$ cat src/rtl/execute_operand_stage.sv
// execute_operand_stage: bypass-resolved operand capture into an in-order valid/ready buffer
module execute_operand_stage #(
  parameter int DATA_W  = 16,
  parameter int ECTRL_W = 6,
  parameter int NUM_BYP = 2,
  parameter int DEPTH   = 2,
  parameter int SEL_W   = $clog2(NUM_BYP+1)
) (
  input  logic                      clock,
  input  logic                      reset,
  input  logic                      enable_execute,
  input  logic                      flush,
  input  logic                      in_valid,
  output logic                      in_ready,
  input  logic [ECTRL_W-1:0]        E_control,
  input  logic [DATA_W-1:0]         IR,
  input  logic [DATA_W-1:0]         npc_in,
  input  logic [DATA_W-1:0]         VSR1,
  input  logic [DATA_W-1:0]         VSR2,
  input  logic [SEL_W-1:0]          byp_sel_1,
  input  logic [SEL_W-1:0]          byp_sel_2,
  input  logic [NUM_BYP*DATA_W-1:0] byp_data,
  input  logic [1:0]                W_Control_in,
  input  logic                      Mem_Control_in,
  output logic                      out_valid,
  input  logic                      out_ready,
  output logic [DATA_W-1:0]         aluin1,
  output logic [DATA_W-1:0]         aluin2,
  output logic [DATA_W-1:0]         IR_out,
  output logic [DATA_W-1:0]         npc_out,
  output logic [ECTRL_W-1:0]        E_control_out,
  output logic [1:0]                W_Control_out,
  output logic                      Mem_Control_out,
  output logic [$clog2(DEPTH):0]    count
);
  localparam int AW = $clog2(DEPTH);
  localparam int EW = 4*DATA_W + ECTRL_W + 3;
  logic [EW-1:0] mem [DEPTH];
  logic [EW-1:0] wdata, head, last;
  logic [AW-1:0] wr_ptr, rd_ptr;
  logic [DATA_W-1:0] op1, op2;
  logic push, pop;
  always_comb begin
    op1 = VSR1;
    op2 = VSR2;
    for (int k = 0; k < NUM_BYP; k++) begin
      op1 = (byp_sel_1 == SEL_W'(k+1)) ? byp_data[k*DATA_W +: DATA_W] : op1;
      op2 = (byp_sel_2 == SEL_W'(k+1)) ? byp_data[k*DATA_W +: DATA_W] : op2;
    end
  end
  assign wdata     = {op1, op2, IR, npc_in, E_control, W_Control_in, Mem_Control_in};
  assign in_ready  = ~reset & enable_execute & ~flush & (count < (AW+1)'(DEPTH));
  assign out_valid = enable_execute & (count != '0);
  assign push      = in_valid & in_ready;
  assign pop       = out_valid & out_ready;
  // an empty buffer keeps presenting the last head so outputs never glitch
  assign head      = (count != '0) ? mem[rd_ptr] : last;
  assign {aluin1, aluin2, IR_out, npc_out, E_control_out, W_Control_out, Mem_Control_out} = head;
  always_ff @(posedge clock) begin
    if (reset) begin
      wr_ptr <= '0;
      rd_ptr <= '0;
      count  <= '0;
      last   <= '0;
    end else begin
      last <= head;
      if (flush) begin
        wr_ptr <= '0;
        rd_ptr <= '0;
        count  <= '0;
      end else begin
        wr_ptr <= push ? wr_ptr + AW'(1) : wr_ptr;
        rd_ptr <= pop ? rd_ptr + AW'(1) : rd_ptr;
        count  <= count + (AW+1)'(push) - (AW+1)'(pop);
      end
    end
  end
  always_ff @(posedge clock)
    if (push) mem[wr_ptr] <= wdata;
endmodule

$ cat config.mk
export PLATFORM = sky130hd
export DESIGN_NAME = execute_operand_stage
export DESIGN_NICKNAME = d
export VERILOG_FILES = /design/src/rtl/execute_operand_stage.sv
export SDC_FILE = /design/constraint.sdc
export NUM_CORES = 1
export LEC_CHECK = 0
export ABC_CLOCK_PERIOD_IN_PS = 4059
export CAP_MARGIN = 20
export CORE_UTILIZATION = 40
export DETAILED_ROUTE_END_ITERATION = 10
export HOLD_SLACK_MARGIN = 0.05
export PLACE_DENSITY_LB_ADDON = 0.05
export SYNTH_ARGS = -nofsm -noshare
export SYNTH_HDL_FRONTEND = slang
export SYNTH_SLANG_ARGS = --single-unit
export TNS_END_PERCENT = 50
$ cat constraint.sdc
create_clock -name clock -period 4.06 [get_ports clock]
set_input_delay 1.015 -clock clock [delete_from_list [all_inputs] [get_ports clock]]
set_output_delay 1.015 -clock clock [all_outputs]
set_load 0.02 [all_outputs]
==> results.md, run 1 <==
- Status: complete, no violations
- Leak: 4.320 nW
- Row count: 56
- Compound-cell area share of the yosys netlist: 0.1249
- Yosys warns: 0
- # IOs: 192
- CTS buffer count: 24
- Req. time, crit path: 3.04 ns
- Hold path startpoint: last[68]
- Commonest non-fill, non-tap cells in the layout: clkdlybuf4s50_1 (188), mux2i_1 (169), edfxtp_1 (146)
- HP Class: register to register
- Register bit total from synthesis: 224
- Tmin final: 3.822 ns
- IO buf count: 191
- Post-synthesis instance total: 694
- Register area: 5957 sq um
- Crit path DAT: 2.81 ns
- Total inserted antenna cells: 0
- Count of pins over their slew limit: 0
- Core area: 23,680 sq um
- CP Capture Type: output port
- R2r worst-path depth: 7
- # fillers: 2,069
- Syn avg cell area: 14.06 sq um
- CP max FO: 50
- Largest net degree at the start of global routing: 51
- Final Hold Viols: 0
- Initial core utilization: 0.4120
- Slew headroom: 0.3573
- Total gr overflow: 0
- WL/cell: 18.96 um
- Setup Viol. Count Final: 0
- Initial antenna violation count: 0
- RSZ-0062 raised after global routing: no
- DR pass1 iterations: 4
- FF-to-FF Start: count[1]
- Peak supply drop: 0.0002477 V
- FMAX: 261.7 MHz
- PwrDens: 403.1 nW/um^2
- Synthesized area: 9757 sq um
- Mux contribution to synthesized area: 0.1757
- Period utilisation layout: 0.9413
- Final #Nets: 986
- Xor and xnor area share after synthesis: 0.002308
- CTS tree: yes
- Adder-cell share of the synthesized area: 0.002565
- Register area share after synthesis: 0.6094
- Area share of and/or/nand/nor cells after synthesis: 0.04694
- Largest family of logic cells by synthesized area: multiplexers
- Worst skew pair latency: 0.51 ns
- R2r setup slk: 1.58 ns
- Starting DRC count in detailed routing: 281
- Final core utilization: 0.5374
- Final wirelength: 22,860 um
- Layout area overhead: 30.44%
- Clock sinks: 224
- Vias: 6,368
- Resized cells post-CTS: 0
- Netlist cell types: 25
- Finished Cell Area: 12,730 sq um
- DP Area: 11,930 sq um
- Type of origin of the critical path: register
- Die area: 25,020 sq um
- Skew final: 0.01539 ns
- Root buffer cell: clkbuf_16
- Gp weighted congestion: 0.7792
- Post-synthesis net count: 811
- Post-CTS setup buffers: 0
- Gr usage total: 0.1813
- Clock transition at the registers of the reported paths: 0.06 ns
- CTS Buffer Depth: 3
- Crit Path Category: register to output port
- DP Wirelength: 15,060 um
- Most common cell after layout, fill and taps aside: clkdlybuf4s50_1
- # Max-Cap Violations: 0
- Worst hold endpoint: last[68]
- Post-DR vias/cell: 5.280
- Hold depth: 2
- Layout cells sized above 1: 0.1443
- DR DRC count: 0
- PnR Total Power: 5.130 mW
- DIE WIDTH: 158.2 um
- Sum Neg Setup Slack: 0 ns
- Antenna-violating nets left: 0
- Cts hold-fix bufs: 0
- Die Y: 158.2 um
- Vias in the first global route: 6,442
- Multi-input gate area: 3451 sq um
- Worst Tran Pin Value: 0.9640 ns
- CTS H-tree lvls: 1
- R2R Path End: count[1]
- First-pass GRT wire length: 34,620 um
==> critical path, cell delays in order, from the launching register on <==
cell and delay [ns]:
dfxtp_4 0.58, buf_4 0.56, nor3_1 0.18, a21oi_1 0.25, clkdlybuf4s50_1 0.65
==> metal layers <==
| metal | vias up | GRT usage | part of all wire |
|---|---|---|---|
| met1 | 3127 | 0.2400 | 0.45 |
| met4 | 0 | 0.04304 | 0.013 |
| met5 | - | 0 | 0 |
| met3 | 24 | 0.03175 | 0.054 |
| met2 | 164 | 0.3076 | 0.48 |
| li1 | 3053 | - | - |
==> report_power, final <==
| part | total, mW | switching, mW | internal (mW) |
|---|---|---|---|
| logic | 0.478 | 0.240 | 0.238 |
| clock network | 2.17 | 0.877 | 1.30 |
| registers | 2.48 | 0.0105 | 2.47 |
==> cell type report <==
type | count | area share
flip-flops and latches | 224 | 0.4680
well taps | 319 | 0.03136
clock buffers | 31 | 0.05250
inverters | 2 | 0.0005899
clock inverters | 13 | 0.01003
repair buffers | 210 | 0.1663
multi-input cells | 407 | 0.2711
==> kinds of logic (layout without fill, tap and decap cells) <==
| kind of cell | after synthesis | count (layout) |
|---|---|---|
| AOI/OAI and AO/OA | 148 | 148 |
| and+or+nand+nor | 85 | 85 |
| adders and majority gates | 2 | 2 |
| xor gates and xnor gates | 1 | 1 |
| DFF | 224 | 224 |
| muxes | 171 | 171 |
| buffers and inverters | 63 | 256 |
==> state kept, by name, indices dropped and copies added (netlist names), named ones only <==
name,flops
mem,146
count,2
rd_ptr,1
last,73
wr_ptr,1
==> cell usage after synthesis (all sizes together) <==
| master | count | area [sq um] |
|---|---|---|
| and3 | 2 | 12.51 |
| mux2 | 2 | 22.52 |
| mux2i | 169 | 1692 |
| or2 | 1 | 6.260 |
| a21oi | 73 | 365.4 |
| inv | 2 | 7.510 |
| buf | 46 | 297.8 |
| nand3b | 1 | 7.510 |
| nand2 | 1 | 3.750 |
| nor3b | 3 | 22.52 |
| and2 | 1 | 6.260 |
| ha | 2 | 25.02 |
| edfxtp | 146 | 4384 |
| nor4b | 1 | 23.77 |
| a32o | 1 | 10.01 |
| a211oi | 73 | 833.3 |
| dfxtp | 78 | 1562 |
| xnor3 | 1 | 22.52 |
| o211a | 1 | 10.01 |
| nor3 | 75 | 375.4 |
| clkbuf | 15 | 67.56 |
==> metrics by stage <==
step	instances	worst slack, ns	hold WS (ns)
5_1_grt	1206	0.1023	0.5902
2_1_floorplan	694	0.1501	0.5033
3_5_place_dp	1162	0.4572	0.5609
3_3_place_gp	1162	0.4920	0.5329
4_1_cts	1206	0.2251	0.5756
6_report	1206	0.2384	0.5708
==> worst max-delay path by stage <==
stage	start	endpoint	slack, ns	depth (start not counted)
2_1_floorplan	reset	mem[0][0]	0.15	3
3_3_place_gp	flush	in_ready	0.49	3
3_5_place_dp	flush	in_ready	0.46	3
4_1_cts	count[0]	aluin2[10]	0.23	4
5_1_grt	count[1]	W_Control_out[0]	0.10	4
6_report	count[0]	aluin2[10]	0.24	4
(Power assumes the default switching activity.)
==> inputs of run 2 (changes only) <==
--- a/config.mk
+++ b/config.mk
@@ -7,10 +7,11 @@
 export LEC_CHECK = 0
 export ABC_CLOCK_PERIOD_IN_PS = 4059
 export CAP_MARGIN = 20
+export CORE_MARGIN = 2
 export CORE_UTILIZATION = 40
 export DETAILED_ROUTE_END_ITERATION = 10
 export HOLD_SLACK_MARGIN = 0.05
-export PLACE_DENSITY_LB_ADDON = 0.05
+export PLACE_DENSITY = 0.66
 export SYNTH_ARGS = -nofsm -noshare
 export SYNTH_HDL_FRONTEND = slang
 export SYNTH_SLANG_ARGS = --single-unit
==> run 2 against run 1 <==
  * Clock-buffer cell count up 2
  * Utilization down 0.94 points
  * Clock skew down 0.0087 ns
  * Global-route usage down 1.4 points
  * Final cell count about the same
  * Critical path type unchanged
  * Critical endpoint is now aluin1[0]
==> results.md, run 2 (synthesis results as in run 1) <==
- Peak supply drop: 0.0001906 V (-23%)
- Commonest non-fill, non-tap cells in the layout: clkdlybuf4s50_1 (188), mux2i_1 (169), edfxtp_1 (146)
- Clock sinks: 224 (unchanged)
- PnR Total Power: 5.114 mW (-0.32%)
- Slew headroom: 0.3184 (-0.03892)
- Vias in the first global route: 6,172 (-4.2%)
- HP Class: register to register
- Grt met1 use: 0.2209 (-0.01911)
- Core area: 24,110 sq um (+1.8%)
- Cell internal pwr: 4.036 mW (+0.83%)
- Post-CTS setup buffers: 0 (unchanged)
- Setup Viol. Count Final: 0 (unchanged)
- Tmin final: 3.744 ns (-0.07723 ns)
- FMAX: 267.1 MHz (+2.1%)
- FF-to-FF Start: count[0]
- Crit Path Category: register to output port
- Max FFs per register: 146 (unchanged)
- RSZ-0062 raised after global routing: no
- First-pass GRT wire length: 34,090 um (-1.5%)
- Crit path DAT: 2.73 ns (-0.08 ns)
- Row count: 57 (+1.8%)
- Antenna-violating nets left: 0 (unchanged)
- CTS tree: yes
- Vias: 6,258 (-1.7%)
- DP Cell Count: 1,165 (+0.26%)
- Type of origin of the critical path: register
- DP Wirelength: 14,060 um (-6.7%)
- Final core utilization: 0.5280 (-0.009376)
- Die area: 25,660 sq um (+2.5%)
- Req. time, crit path: 3.04 ns (about the same)
- CP Capture Type: output port
- # IOs: 192 (unchanged)
- Skew final: 0.006678 ns (-0.008716 ns)
- Met3 Use GR: 0.04156 (+0.009804)
- Final wirelength: 21,910 um (-4.1%)
- P_sw: 1.078 mW (-4.4%)
- Worst Tran Pin Value: 1.022 ns (+0.05838 ns)
- Post-route insts no fill: 1,205 (-0.083%)
- Status: complete, no violations
- Leak: 4.311 nW (-0.20%)
- Clock transition at the registers of the reported paths: 0.06 ns (about the same)
- DR DRC count: 0 (unchanged)
- Sum Neg Setup Slack: 0 ns (unchanged)
- Starting DRC count in detailed routing: 332 (+18%)
- Biggest regs: mem: 146 flops, last: 73 flops, count: 2 flops
- Pre-CTS setup slack: 0.4404 ns (-0.01684 ns)
- Hold path startpoint: last[39]
- Period utilisation layout: 0.9223 (-0.01902)
- CTS H-tree lvls: 1 (unchanged)
- Largest Register: mem
- Root buffer cell: clkbuf_16
- Post-DR vias/cell: 5.193 (-1.6%)
- Initial core utilization: 0.4048 (-0.007228)
- Total inserted antenna cells: 0 (unchanged)
- Largest net degree at the start of global routing: 74 (+45%)
- Final worst slack: 0.3156 ns (+0.07723 ns)
- Count of pins over their slew limit: 0 (unchanged)
- CTS buffer count: 23 (-4.2%)
- Total gr overflow: 0 (unchanged)
- Gr usage total: 0.1677 (-0.01362)
- Initial antenna violation count: 0 (unchanged)
- IO buf count: 191 (unchanged)
- CTS Buffer Depth: 3 (unchanged)
- CP max FO: 45 (-10%)
- Final Hold Viols: 0 (unchanged)
- Logic pwr share: 0.093 (about the same)
- Layout cells sized above 1: 0.1407 (-0.003558)
- Power share of the clock group: 0.422 (about the same)
- DR pass1 iterations: 4 (unchanged)
- Layout area overhead: 30.46% (about the same)
- Switching share of total power: 0.2107 (-0.008992)
- Seq pwr share: 0.485 (+0.002)
- Gp weighted congestion: 0.7810 (+0.23%)
- DIE WIDTH: 160.2 um (+1.3%)
- Die Y: 160.2 um (+1.3%)
- Cts hold-fix bufs: 0 (unchanged)
- Met2 GRT Util: 0.2802 (-0.02744)
- Worst skew pair latency: 0.50 ns (about the same)
- Most common cell after layout, fill and taps aside: clkdlybuf4s50_1
- GRT busiest layer: met2
- Final #Nets: 983 (-0.30%)
- WL/cell: 18.18 um (-4.1%)
- Resized cells post-CTS: 0 (unchanged)
- # Max-Cap Violations: 0 (unchanged)
- Crit path from: count[1]
- PwrDens: 401.8 nW/um^2 (-0.33%)
[run 2: power by group through the flow]
stage,Clock (mW),Sequential (mW),Combinational [mW]
2_1_floorplan,0,2.53,0.239
6_report,2.16,2.48,0.476
3_5_place_dp,0,2.53,0.480
4_1_cts,2.22,2.48,0.481
5_1_grt,2.32,2.48,0.512
3_3_place_gp,0,2.53,0.474
[run 2: path summary, 6_finish.rpt]
check,endpoint,slack [ns],cells after the start
worst max-delay path,aluin1[0],0.32,4
worst min-delay path,last[39],0.57,2
worst max register to register,count[1],2.03,7
worst min register to register,last[39],0.57,2
[run 2: routing by layer]
layer,wire [um],share of wire
met3,1424,0.065
met5,0,0
met1,9916,0.45
met2,10260,0.47
met4,316,0.014
[run 2: final cells by class]
class	instances	area, sq um
clock buffers	33	704.4
well taps	324	405.4
multi-input cells	407	3451
inverters	2	7.507
flip-flops and latches	224	5957
repair buffers	208	2115
clock inverters	7	88.84
fillers	2084	11380
[run 2: critical path: stages, from the launching register on]
cell,delay [ns]
dfxtp_4,0.72
buf_4,0.52
nor3_1,0.14
a21oi_1,0.16
clkdlybuf4s50_1,0.68
[run 2: through the flow]
step                      hold slack, ns  instance area [sq um]
final                             0.5695                  12730
after global routing              0.5871                  12730
after CTS                         0.5702                  12730
after detailed placement          0.5553                  11940
after global placement            0.5452                  11940
after floorplan                   0.5033                   9757
